### src/rtl/uart_pkg.sv
// Shared UART definitions: bit-level receive state encoding and default baud timing.
// The UART transmitter imports this package as well.
package uart_pkg;

    typedef enum logic [1:0] {
        IDLE  = 2'd0,
        START = 2'd1,
        DATA  = 2'd2,
        STOP  = 2'd3
    } rx_state_t;

    // 50 MHz system clock at 115200 baud
    localparam int DEFAULT_CLKS_PER_BIT = 434;

endpackage

### src/rtl/uart_byte_rx.sv
// 8N1 byte receiver: synchronizes rxd, detects a start edge, samples mid-bit,
// and reports each frame as a one-cycle byte_ok or byte_err pulse.
module uart_byte_rx
    import uart_pkg::*;
#(
    parameter int CLKS_PER_BIT = DEFAULT_CLKS_PER_BIT
) (
    input  logic       clk,
    input  logic       reset,
    input  logic       rxd,
    output logic [7:0] data_byte,
    output logic       byte_ok,
    output logic       byte_err,
    output logic       idle
);

    localparam logic [15:0] FULL_M1 = 16'(CLKS_PER_BIT - 1);
    localparam logic [15:0] HALF_M1 = 16'(CLKS_PER_BIT / 2 - 1);

    rx_state_t   state;
    rx_state_t   next_state;
    logic [1:0]  sync;
    logic        rxd_s;
    logic        rxd_prev;
    logic [15:0] clk_cnt;
    logic [2:0]  bit_idx;
    logic [7:0]  shift;
    logic        half_hit;
    logic        full_hit;
    logic        fall;

    assign rxd_s    = sync[1];
    assign half_hit = (clk_cnt == HALF_M1);
    assign full_hit = (clk_cnt == FULL_M1);
    // A start needs a real high-to-low edge, so a line stuck low after a bad stop bit is ignored
    assign fall     = rxd_prev & ~rxd_s;

    always_ff @(posedge clk) begin
        if (reset) begin
            sync     <= 2'b11;
            rxd_prev <= 1'b1;
        end else begin
            sync     <= {sync[0], rxd};
            rxd_prev <= rxd_s;
        end
    end

    always_ff @(posedge clk) begin
        if (reset) begin
            state <= IDLE;
        end else begin
            state <= next_state;
        end
    end

    always_comb begin
        next_state = state;
        case (state)
            IDLE:  if (fall) next_state = START;
            START: if (half_hit) next_state = rxd_s ? IDLE : DATA;
            DATA:  if (full_hit && bit_idx == 3'd7) next_state = STOP;
            STOP:  if (full_hit) next_state = IDLE;
            default: next_state = IDLE;
        endcase
    end

    always_ff @(posedge clk) begin
        if (reset) begin
            clk_cnt <= '0;
            bit_idx <= '0;
            shift   <= '0;
        end else begin
            case (state)
                IDLE: begin
                    clk_cnt <= '0;
                    bit_idx <= '0;
                end
                START: clk_cnt <= half_hit ? 16'd0 : clk_cnt + 16'd1;
                DATA: begin
                    if (full_hit) begin
                        clk_cnt <= '0;
                        shift   <= {rxd_s, shift[7:1]};
                        bit_idx <= bit_idx + 3'd1;
                    end else begin
                        clk_cnt <= clk_cnt + 16'd1;
                    end
                end
                STOP: clk_cnt <= full_hit ? 16'd0 : clk_cnt + 16'd1;
                default: clk_cnt <= '0;
            endcase
        end
    end

    always_comb begin
        byte_ok   = 1'b0;
        byte_err  = 1'b0;
        idle      = (state == IDLE);
        data_byte = shift;
        if (state == STOP && full_hit) begin
            byte_ok  = rxd_s;
            byte_err = ~rxd_s;
        end
    end

endmodule

### src/rtl/uart_word_rx.sv
// Assembles four received bytes (little-endian) into a 32-bit word with a
// valid/ack handshake, overrun detection and an idle timeout for partial words.
module uart_word_rx
    import uart_pkg::*;
#(
    parameter int CLKS_PER_BIT = DEFAULT_CLKS_PER_BIT,
    parameter int TIMEOUT_BITS = 20
) (
    input  logic        clk,
    input  logic        reset,
    input  logic        rxd,
    input  logic        word_ack,
    output logic [31:0] word_data,
    output logic        word_valid,
    output logic        frame_err,
    output logic        overrun,
    output logic        busy
);

    localparam logic [31:0] TIMEOUT_M1 = 32'(TIMEOUT_BITS * CLKS_PER_BIT - 1);

    logic [7:0]  data_byte;
    logic        byte_ok;
    logic        byte_err;
    logic        idle;
    logic [1:0]  byte_cnt;
    logic [23:0] partial;
    logic [31:0] idle_cnt;
    logic        timeout_hit;

    uart_byte_rx #(
        .CLKS_PER_BIT(CLKS_PER_BIT)
    ) u_byte_rx (
        .clk      (clk),
        .reset    (reset),
        .rxd      (rxd),
        .data_byte(data_byte),
        .byte_ok  (byte_ok),
        .byte_err (byte_err),
        .idle     (idle)
    );

    assign busy        = ~idle | (byte_cnt != 2'd0);
    assign timeout_hit = idle && (byte_cnt != 2'd0) && (idle_cnt == TIMEOUT_M1);

    // Counts only while a partial word sits in IDLE; any frame activity restarts it
    always_ff @(posedge clk) begin
        if (reset || !idle || byte_cnt == 2'd0 || timeout_hit) begin
            idle_cnt <= '0;
        end else begin
            idle_cnt <= idle_cnt + 32'd1;
        end
    end

    always_ff @(posedge clk) begin
        if (reset) begin
            byte_cnt   <= '0;
            partial    <= '0;
            word_data  <= '0;
            word_valid <= 1'b0;
            frame_err  <= 1'b0;
            overrun    <= 1'b0;
        end else begin
            frame_err <= 1'b0;
            overrun   <= 1'b0;
            if (word_ack && word_valid) begin
                word_valid <= 1'b0;
            end
            if (byte_err) begin
                frame_err <= 1'b1;
                byte_cnt  <= '0;
                partial   <= '0;
            end else if (byte_ok) begin
                if (byte_cnt == 2'd3) begin
                    byte_cnt <= '0;
                    partial  <= '0;
                    // An ack in the same cycle frees the slot, so the new word wins
                    if (word_valid && !word_ack) begin
                        overrun <= 1'b1;
                    end else begin
                        word_data  <= {data_byte, partial};
                        word_valid <= 1'b1;
                    end
                end else begin
                    case (byte_cnt)
                        2'd0:    partial[7:0]   <= data_byte;
                        2'd1:    partial[15:8]  <= data_byte;
                        default: partial[23:16] <= data_byte;
                    endcase
                    byte_cnt <= byte_cnt + 2'd1;
                end
            end else if (timeout_hit) begin
                byte_cnt <= '0;
                partial  <= '0;
            end
        end
    end

endmodule
### config.mk
export PLATFORM = sky130hd
export DESIGN_NAME = uart_word_rx
export DESIGN_NICKNAME = d
export VERILOG_FILES = /design/src/rtl/uart_pkg.sv /design/src/rtl/uart_byte_rx.sv /design/src/rtl/uart_word_rx.sv
export SDC_FILE = /design/constraint.sdc
export NUM_CORES = 1
export LEC_CHECK = 0
export ABC_AREA = 1
export ABC_CLOCK_PERIOD_IN_PS = 4600
export BUFFER_PORTS_ARGS = -buffer_cell sky130_fd_sc_hd__buf_4
export CAP_MARGIN = 5
export CORE_MARGIN = 3
export CORE_UTILIZATION = 45
export DETAILED_ROUTE_END_ITERATION = 7
export PLACE_DENSITY = 0.66
export SETUP_SLACK_MARGIN = 0.02
export SLEW_MARGIN = 20
export SYNTH_ARGS = -nofsm -noshare
export SYNTH_HDL_FRONTEND = slang
export SYNTH_SLANG_ARGS = --single-unit
### constraint.sdc
create_clock -name clk -period 4.6 [get_ports clk]
set_input_delay 0.23 -clock clk [delete_from_list [all_inputs] [get_ports clk]]
set_output_delay 0.23 -clock clk [all_outputs]
set_load 0.05 [all_outputs]
==> impl_summary.log <==
INFO  metric die_w = around 120 µm
INFO  metric timing.critical_path.fanout_max = 33
INFO  metric tns = 0 ps
INFO  metric internal_power = 0.00194 W
INFO  metric sequential_cell_area = between 2000 and 3000 µm²
INFO  metric clk_transition_reported_paths = approximately 50 ps
INFO  metric nFillCells = between 1000 and 1500
INFO  metric floorplan.core_area = around 12000 µm²
INFO  metric drt_wl_total = ~12000 µm
INFO  metric powerDensity = between 300 and 400 nW/µm²
INFO  metric inserted_clock_buffers = 17
INFO  metric drt_pass1_iterations = 5
INFO  metric setup_viol_count_final = 0
INFO  metric die_height = 120 µm
INFO  metric number_of_antenna_violations_at_the_first_check_in_global_routing = 0
INFO  metric syn_nets = slightly below 900
INFO  metric routed_wire_length_per_instance = about 12 µm
INFO  metric grt_util_met2 = a little over a quarter
INFO  metric final_nets = 904
INFO  metric vias_per_cell = approximately 4.8
INFO  metric postSynthAreaPerCell = between 6 and 7 µm²
INFO  metric gp_congestion = between 0.9 and 1
INFO  metric cts_tree = built
INFO  metric insertedDiodeCount = 0
INFO  metric worst_margin_slew = about 620 ps
INFO  metric die_area = ~14000 µm²
INFO  metric drive_gt1_share = under 10%
INFO  metric timing.final.max_slew_violations = 0
INFO  metric fraction_of_power_consumed_by_combinational_cells = about 1.3%
INFO  metric slew_headroom = 58.5%
INFO  metric clk_path_buf_depth = 2
INFO  metric grt_util_met1 = between 20 and 25%
INFO  metric clockPowerShare = between 50% and 60%
INFO  metric clk_latency = between 400 and 500 ps
INFO  metric vias_in_the_first_global_route = between 4000 and 5000
INFO  metric max_cap_violation_count = 0
INFO  metric ctsResizeCount = 0
INFO  metric hold_viol = 0
INFO  metric grtUsageTotal = between 10% and 20%
INFO  metric fin_skew = 7.30 ps
INFO  metric share_seq_of_total_power = approximately 45%
INFO  metric synth_seq_cells = between 100 and 150
INFO  metric grt_pass1_wl = 21500 µm
INFO  metric htree_num_levels = 4
INFO  metric post_cts_buffers = 0
INFO  metric kind_of_path_behind_the_tightest_hold_check = in -> reg
INFO  metric cell_leakage_power = between 2 and 3 nW
INFO  metric endpoint_kind = flop
INFO  metric vdd_drop_max = roughly 0.19 mV
INFO  metric areaGrowthSynthToFinish = 16.6%
INFO  metric final_core_utilization = roughly 55%
INFO  metric holdBufCountCts = 1
INFO  metric worst_hold_check_slack = between 60 and 70 ps
INFO  metric rsz0062_at_grt = no
INFO  metric layout_min_cycle_time = 2610 ps
INFO  metric initial_utilization = a little under half
INFO  metric seq_area_frac_synth = a little over two fifths
INFO  metric cts_root_buffer = clkbuf_16
INFO  metric cp-start-kind = flop
INFO  metric port_buffers = 39
INFO  metric cell_row_count = 40
INFO  metric met3_usage = under 10%
INFO  metric io_pins = 40
INFO  metric crit_arrival = between 2000 and 3000 ps
INFO  metric grt_busiest_layer = met2
INFO  metric syn-instance-count = 854
INFO  metric status = complete, no violations
INFO  metric multiInputGateArea = 2720 µm²
INFO  metric route.vias.total = roughly 5100
INFO  metric ant_nets = 0
INFO  metric grt_max_degree = 44
INFO  metric criticalPathCategory = reg -> reg
INFO  metric swShare = 19.8%
INFO  metric max_freq = between 300 and 400 MHz
INFO  metric grt.overflow.total = 0
INFO  metric required = between 4000 and 5000 ps
INFO  metric hpwlAfterDp = roughly 8700 µm
INFO  metric psw = ~0.00048 W
INFO  metric post_synth_instance_area = approximately 5800 µm²
INFO  metric clkSinkCount = 125
INFO  metric yosys_warnings = 0
INFO  metric drc = 0
INFO  metric drt-initial-drc-count = 260
INFO  metric fin_crit_sh = around 57%
INFO  metric yosys.cell_types.count = 37
-- synthesized netlist by cell type (all sizes together) --
cell    instances  area share (%)
and3            2            0.22
buf            19             2.0
nor3b           5            0.65
nor2          163              11
a21boi          1            0.13
nand3          60             5.6
o31ai           1            0.13
nor4            3            0.32
o21ai          12             1.0
xnor2           7             1.1
nor3           20             1.7
clkinv          2            0.13
nand4           9            0.97
nand2         214              14
a31oi           2            0.32
dfxtp         125              43
inv           114             7.4
ha              9             1.9
clkbuf          6            0.56
xor2           13             2.0
a21oi          60             5.2
or2             4            0.43
nand3b          2            0.26
o211ai          1            0.13
-- layout by cell type (no fill, tap or decap), drive strengths merged, types with 13 or more instances in the layout --
| cell type | Yosys | routed |
|---|---|---|
| a21oi | 60 | 60 |
| nand3 | 60 | 60 |
| nand2 | 214 | 214 |
| buf | 19 | 42 |
| nor3 | 20 | 20 |
| clkbuf | 6 | 25 |
| dfxtp | 125 | 125 |
| xor2 | 13 | 13 |
| nor2 | 163 | 163 |
| inv | 114 | 114 |
-- final timing paths --
kind,startpoint,end,slack (ps),cells after the start
max,u_byte_rx.clk_cnt[0],word_data[30],1990,8
min,reset,u_byte_rx.bit_idx[2],70,2
max reg2reg,u_byte_rx.clk_cnt[0],word_data[30],1990,8
min reg2reg,u_byte_rx.sync[0],u_byte_rx.sync[1],410,1
-- routing by layer --
layer	vias up	wire length (µm)
met3	27	471
met1	2247	6260
met5	-	0
met2	84	5360
li1	2734	-
met4	0	296
-- area by class of cell --
| class | instances | area share (%) |
|---|---|---|
| clock inverter | 6 | 1.24 |
| inverter | 116 | 6.43 |
| sequential | 125 | 37.0 |
| clock buffer | 25 | 7.32 |
| timing repair buffer | 43 | 4.81 |
| tap | 168 | 3.10 |
| multi-input combinational | 588 | 40.1 |
-- worst max-delay path, cell delays in order, from the launching register on --
cell and delay [ps]:
dfxtp_1 390, ha_1 170, nand2_1 50, nor2_1 160, nand3_2 140, nor2_4 280, nand3_2 550, inv_1 590
a21oi_1 140
-- power groups by stage --
stage          registers, W  clock network (W)  logic [W]
2_1_floorplan       0.00111                  0  0.0000236
3_3_place_gp        0.00111                  0  0.0000316
3_5_place_dp        0.00111                  0  0.0000316
4_1_cts             0.00109            0.00133  0.0000323
5_1_grt             0.00109            0.00137  0.0000365
6_report            0.00109            0.00130  0.0000320
-- registers in the layout (all words and copies together), names as in the netlist, 2 cells and up, named ones only --
register	cells
word_data	32
byte_cnt	2
u_byte_rx.bit_idx	3
idle_cnt	32
u_byte_rx.data_byte	8
partial	24
u_byte_rx.clk_cnt	16
u_byte_rx.sync	2
-- per-stage QoR --
stage          total power, W  cells  worst slack, ps  instance area [µm²]
2_1_floorplan         0.00113    854             2980                 5810
3_5_place_dp          0.00114   1039             1990                 6180
5_1_grt               0.00250   1071             1620                 6770
6_report              0.00242   1071             1990                 6770
4_1_cts               0.00245   1071             1970                 6770
3_3_place_gp          0.00114   1039             2040                 6180
-- cells by family after synthesis --
| logic type | count (synthesis) | synth area share, % |
|---|---|---|
| AND/OR/NAND/NOR | 482 | 34.9 |
| XOR/XNOR | 20 | 3.02 |
| buffers and inverters | 141 | 10.1 |
| AO/OA/AOI/OAI | 77 | 6.92 |
| flip-flops | 125 | 43.1 |
| adder cells (fa/ha/maj) | 9 | 1.94 |
Note: power is estimated with default switching activity, not from simulation.
